[src/rtl/odpc_range_profiler.sv]
// Range profiler: learns activation min/max over a window, commits
// guarded bounds, then forwards the live stream through a 1-deep register.
module odpc_range_profiler #(
   parameter int DATA_W  = 8,
   parameter int WIN_LEN = 64,
   parameter int MARGIN  = 0
) (
   input  logic              clk,
   input  logic              rst,
   input  logic              start,
   input  logic              in_valid,
   output logic              in_ready,
   input  logic [DATA_W-1:0] in_data,
   output logic              out_valid,
   input  logic              out_ready,
   output logic [DATA_W-1:0] data_x,
   output logic [DATA_W-1:0] data_min,
   output logic [DATA_W-1:0] data_max,
   output logic              bounds_valid,
   output logic              busy,
   output logic              done
);

   localparam int CW = $clog2(WIN_LEN + 1);
   localparam logic [CW-1:0] LAST = CW'(WIN_LEN - 1);
   localparam logic [DATA_W:0] MARG = (DATA_W + 1)'(MARGIN);

   typedef enum logic [1:0] {
      IDLE,
      PROFILE,
      RUN
   } state_t;

   state_t state, state_next;

   logic [CW-1:0]     count;
   logic [DATA_W-1:0] run_min, run_max;
   logic [DATA_W-1:0] nxt_min, nxt_max;
   logic [DATA_W:0]   lo_raw, hi_raw;
   logic [DATA_W-1:0] lo, hi;
   logic              accept, commit;

   assign accept  = in_valid & in_ready;
   assign commit  = (state == PROFILE) & accept & (count == LAST);
   assign nxt_min = (in_data < run_min) ? in_data : run_min;
   assign nxt_max = (in_data > run_max) ? in_data : run_max;

   // Borrow/carry bit of the widened result drives the saturation.
   assign lo_raw = {1'b0, nxt_min} - MARG;
   assign hi_raw = {1'b0, nxt_max} + MARG;
   assign lo     = lo_raw[DATA_W] ? '0 : lo_raw[DATA_W-1:0];
   assign hi     = hi_raw[DATA_W] ? '1 : hi_raw[DATA_W-1:0];

   always_ff @(posedge clk or posedge rst) begin
      if (rst) begin
         state <= IDLE;
      end else begin
         state <= state_next;
      end
   end

   always_comb begin
      state_next = state;
      in_ready   = 1'b0;
      busy       = 1'b0;
      unique case (state)
         IDLE: begin
         end
         PROFILE: begin
            busy     = 1'b1;
            in_ready = 1'b1;
            if (in_valid && count == LAST) begin
               state_next = RUN;
            end
         end
         RUN: begin
            in_ready = !out_valid | out_ready;
         end
         default: begin
            state_next = IDLE;
         end
      endcase
      // A sample offered alongside start belongs to no window.
      if (start) begin
         state_next = PROFILE;
         in_ready   = 1'b0;
      end
   end

   always_ff @(posedge clk or posedge rst) begin
      if (rst) begin
         count        <= '0;
         run_min      <= '1;
         run_max      <= '0;
         data_min     <= '0;
         data_max     <= '1;
         bounds_valid <= 1'b0;
         done         <= 1'b0;
      end else begin
         done <= commit;
         if (start) begin
            count   <= '0;
            run_min <= '1;
            run_max <= '0;
         end else if (state == PROFILE && accept) begin
            count   <= count + CW'(1);
            run_min <= nxt_min;
            run_max <= nxt_max;
         end
         if (commit) begin
            data_min     <= lo;
            data_max     <= hi;
            bounds_valid <= 1'b1;
         end
      end
   end

   // Loads only happen in RUN; a pending word may drain in any state.
   always_ff @(posedge clk or posedge rst) begin
      if (rst) begin
         out_valid <= 1'b0;
         data_x    <= '0;
      end else if (state == RUN && accept) begin
         out_valid <= 1'b1;
         data_x    <= in_data;
      end else if (out_ready) begin
         out_valid <= 1'b0;
      end
   end

endmodule

[config.mk]
export PLATFORM = sky130hd
export DESIGN_NAME = odpc_range_profiler
export DESIGN_NICKNAME = d
export VERILOG_FILES = /design/src/rtl/odpc_range_profiler.sv
export SDC_FILE = /design/constraint.sdc
export NUM_CORES = 1
export LEC_CHECK = 0
export BUFFER_PORTS_ARGS = -buffer_cell sky130_fd_sc_hd__buf_4
export CAP_MARGIN = 20
export CORE_ASPECT_RATIO = 2
export CORE_MARGIN = 1.5
export CORE_UTILIZATION = 45
export CTS_CLUSTER_DIAMETER = 30
export DETAILED_ROUTE_END_ITERATION = 8
export GPL_ROUTABILITY_DRIVEN = 1
export HOLD_SLACK_MARGIN = 0.1
export PLACE_DENSITY = 0.65
export SLEW_MARGIN = 20
export SYNTH_ARGS = -nofsm -noshare
export SYNTH_HDL_FRONTEND = slang
export SYNTH_SLANG_ARGS = --single-unit
[constraint.sdc]
create_clock -name clk -period 3.51 [get_ports clk]
set_input_delay 0.5265 -clock clk [delete_from_list [all_inputs] [get_ports clk]]
set_output_delay 0.5265 -clock clk [all_outputs]
set_load 0.01 [all_outputs]
Word-level counts from Yosys, hierarchy flattened

Index checks and enable logic that the tools add are counted.

Multiplexer cells: 16
$add $sub $neg: 1
$lt $le $gt $ge: 2
Reductions and logical operators: 9
Equality and inequality tests: 5
Bitwise operators: 4

Operator list:

| operator                                                                 | number |
|---|---|
| 8-bit two-way mux                                                        | 6 |
| 7-bit two-way mux                                                        | 2 |
| 8-bit > comparator                                                       | 1 |
| 8-bit less-than comparator                                               | 1 |
| 7-bit by 1-bit adder with 7-bit output (second input constant)           | 1 |
| 7-bit by 6-bit == test with 1-bit output (second input constant)         | 1 |
| 1-bit two-way mux                                                        | 4 |
| 2-bit two-way mux                                                        | 2 |
| 2-bit one-hot mux with 2 select lines                                    | 1 |
| 2-bit nonzero test                                                       | 2 |
| 1-bit bitwise AND                                                        | 3 |
| 1-bit logical AND                                                        | 3 |
| 3-bit by 2-bit inequality test with 1-bit output (second input constant) | 1 |
| 2-bit by 1-bit == test with 1-bit output (second input constant)         | 1 |
| 2-bit == test (second input constant)                                    | 1 |
| 2-bit logical NOT                                                        | 1 |
| 2-bit by 1-bit inequality test with 1-bit output (second input constant) | 1 |
| 1-bit one-hot mux with 2 select lines                                    | 1 |
| 2-bit AND reduction                                                      | 1 |
| 2-bit OR reduction                                                       | 1 |
| 1-bit logical NOT                                                        | 1 |
| 1-bit OR                                                                 | 1 |

Input port bits: 13
Word-level logic and storage cells: 47
Register bits: 52
Output and inout port bits: 29

Longest topological paths before layout

Depth in word-level cells: 8
Mapped depth: 9
Depth with buffers taken out: 7

Least setup slack after synthesis

Ideal clock, no wire load.

Kind: input to register
From: input port in_data[6]
To: register run_max[1]
Library setup time: 125 ps
Stages on the path: 7
Arrival: 2,008 ps
Data required time: 3,385 ps
Setup slack: 1,377 ps
Path buffers: 1
Path through: ha_1 > nand4_2 > nor2_4 > nor2b_1 > buf_2 > o21ai_4 > mux2_2

Longest elaborated chain between the ends: 4

Ends and longest elaborated chain:

| what                 | line | RTL |
|---|---|---|
| start, declared      | 13   | `input logic [DATA_W-1:0] in_data,` |
| 8-bit > comparator   | 46   | `assign nxt_max = (in_data > run_max) ? in_data : run_max;` |
| 8-bit two-way mux    | 46   |  |
| 8-bit two-way mux    | 105  | `end else if (state == PROFILE && accept) begin` |
| 8-bit two-way mux    | 101  | `if (start) begin` |
| end signal, assigned | 108  | `run_max <= nxt_max;` |
| end, declared        | 37   | `logic [DATA_W-1:0] run_min, run_max;` |

No other way between the ends. The select of a mux whose other input is x is not followed.
A chain may end at the register's enable or synchronous reset.

Worst setup path in the final report

From: register run_min[4]
To: register run_min[3]

Longest elaborated chain between the ends: 4

Ends and longest elaborated chain:

| what                       | line | RTL |
|---|---|---|
| start, declared            | 37   |  |
| start signal, assigned     | 107  | `run_min <= nxt_min;` |
| 8-bit less-than comparator | 45   | `assign nxt_min = (in_data < run_min) ? in_data : run_min;` |
| 8-bit two-way mux          | 45   |  |
| 8-bit two-way mux          | 105  |  |
| 8-bit two-way mux          | 101  |  |

No other way between the ends. The select of a mux whose other input is x is not followed.

==> run summary <==
Outcome - finished, final reports clean
Worst EP required - 3.72 ns
CTS Buffer Depth - 2
Clk root buf - clkbuf_16
Clk slew on worst S/H paths - 0.06 ns
Gpl congestion - 0.773
Post-synth ARST share - 1.00
Storage element area - 1320 um2
Synth Warn # - 0
Worst-Skew Late Latency - 0.29 ns
Total global-route track usage - 0.190
Filler cell count - 555
Via count - 2013
Die Y - 115 um
Maxcap violations - 0
Global-route wire length before repair - 9600 um
Synthesized netlist net count - 292
Ant. Diodes - 0
Max-slew headroom - 0.438
RSZ-0062 raised after global routing - no
Cells after Synth - 260
Pint - 1280 uW
Clk_skew - 0.00610 ns
Die width - 59.0 um
Primary FF master, synth - dfrtp_1
Post-DP HPWL - 4380 um
Area leader, netlist - dfrtp_1
CP max stage delay - 0.58 ns
Site Rows - 40
Synth Register Bits - 52
Wire length per cell - 15.8 um
Routed Antenna Nets - 0
Final wirelength - 5780 um
I/O pin cnt - 42
Final setup violation count - 0
Number of I/O port buffers - 41
Min Hold Slack - 0.397 ns
Comb pwr share - 0.323
Core area - 6010 um2
Largest net degree at the start of global routing - 41
Worst Path Max Fanout - 16
Post-CTS Hold Fix Bufs - 0
Final Hold Vio Count - 0
Psw - 595 uW
Power density over the cells - 569 nW/um2
Number of H-tree levels - 2
Area Growth Syn to Fin - 16.9%
Layout Cells excl Fill - 365
Top post-synthesis cells by count - 36 x dfrtp_1, 33 x nor2_1, 19 x ha_1, 19 x inv_1, 16 x dfstp_2
Fin crit share - 0.675
Fmax - 0.422 GHz
Setup TNS - 0 ns
Seq/Total Area, Yosys - 0.469
Area of the multi-input gates - 1350 um2
Initial antenna violation count - 0
# nets final - 333
Total CTS buffers - 5
Starting Density - 0.469
Grt ovf - 0
Total power - 1870 uW
Worst-margin pin slew - 0.842 ns
Share of total power in sequential cells - 0.413
Cell with the most instances after synthesis - dfrtp_1
Worst EP arrival - 2.58 ns
Worst path slowest cell - a211oi_4
Synth Cell Area - 2820 um2
Drt first pass iters - 4
Post-CTS sizing - 0
Clock sink total - 52
Syn avg cell area - 10.8 um2
Vias per cell - 5.52
Slew Viols, Final - 0
Clock Power Share - 0.263
Share of cells above drive strength 1 - 0.344
Initial DRC count - 44
Crit path time final - 2.37 ns
HP Class - in -> async
CP startpoint kind - flip-flop
Setup bufs post-CTS - 0
Peak VDD IR - 0.449 mV
Worst-path cell chain - inv_1, ha_1, a21o_1, a221o_1, a211oi_4, a21oi_1, o21ai_0
DRC viols - 0
Post-synth EDFFs - 0
DP Cell Count - 357
Vias in the first global route - 1964
Sw frac - 0.318
Share of the synthesized area in the top cell type - 0.320
Synth area leaders - dfrtp_1 32%, dfstp_2 15%, ha_1 8.4%
Worst Setup End Kind - flip-flop
CTS tree - yes
Crit Path Class - reg -> reg
Total Die Area - 6770 um2
Synth cell types - 42
LEAKAGE - 0.00162 uW
cell type report:
class	count	share of cell area
Tap cell	63	0.0239
Clock buffer	7	0.0433
Sequential cell	52	0.401
Timing Repair Buffer	43	0.0980
Clock inverter	1	0.00228
Inverter	19	0.0216
Multi-Input combinational cell	180	0.410
power groups by stage:
stage | Sequential (uW) | Combinational (uW) | Clock [uW]
floorplan | 792 | 412 | 0
global placement | 782 | 599 | 0
detailed placement | 785 | 612 | 0
CTS | 775 | 612 | 509
global route | 786 | 672 | 529
finish | 774 | 606 | 493
cells in the final DEF, fill, tap and decap left out, drive strengths merged, types with 2 or more instances in the layout:
cell,count
nor2b,3
nand4,3
inv,19
nor2,34
clkbuf,7
buf,43
xor2,2
nand3,13
o21ai,20
ha,19
dfrtp,36
and3,3
a21oi,23
a21o,3
mux2i,10
nand2b,2
xnor2,4
a31oi,8
nand2,7
mux2,15
dfstp,16
a211oi,2
per-layer routing:
layer | up-vias | track usage | wire (um)
met4 | 0 | 0.0909 | 161
met1 | 984 | 0.217 | 2350
met2 | 31 | 0.331 | 3130
met5 | - | 0 | 0
met3 | 11 | 0.0371 | 137
li1 | 987 | - | -
cells by family after synthesis:
kind of cell	after synthesis	share of synthesized area
and+or+nand+nor	70	0.129
muxes	25	0.0955
DFF	52	0.469
buffers and inverters	28	0.0520
adders and majority gates	19	0.0844
AOI/OAI and AO/OA	60	0.151
xor gates and xnor gates	6	0.0186
state kept, by name (all words and copies together) (netlist names):
| signal | cells |
|---|---|
| data_max | 8 |
| data_min | 8 |
| data_x | 8 |
| run_max | 8 |
| run_min | 8 |
| count | 7 |
| state | 2 |
| bounds_valid | 1 |
| done | 1 |
| out_valid | 1 |
critical path: cells and delay by family, from the launching register on:
| family | cells | cell delay [ns] |
|---|---|---|
| adders and majority gates | 1 | 0.29 |
| AOI/OAI and AO/OA | 5 | 1.43 |
| DFF | 1 | 0.53 |
| buffers and inverters | 1 | 0.05 |
worst paths after layout:
path | end | slack, ns | startpoint | cells after the start
min in group clk | bounds_valid | 0.47 | bounds_valid | 1
max in group asynchronous | run_min[7] | 2.31 | rst | 3
worst max register to register | run_min[3] | 1.14 | run_min[4] | 7
worst max-delay path | run_min[3] | 1.14 | run_min[4] | 7
worst min register to register | bounds_valid | 0.47 | bounds_valid | 1
worst min-delay path | done | 0.40 | rst | 2
metrics by stage:
step | setup WS, ns | instance area [um2] | utilization
CTS | 1.14 | 3290 | 0.549
global route | 0.960 | 3290 | 0.549
global placement | 1.05 | 3140 | 0.524
finish | 1.14 | 3290 | 0.549
detailed placement | 1.01 | 3140 | 0.524
floorplan | 1.38 | 2820 | -
(Power assumes the default switching activity.)
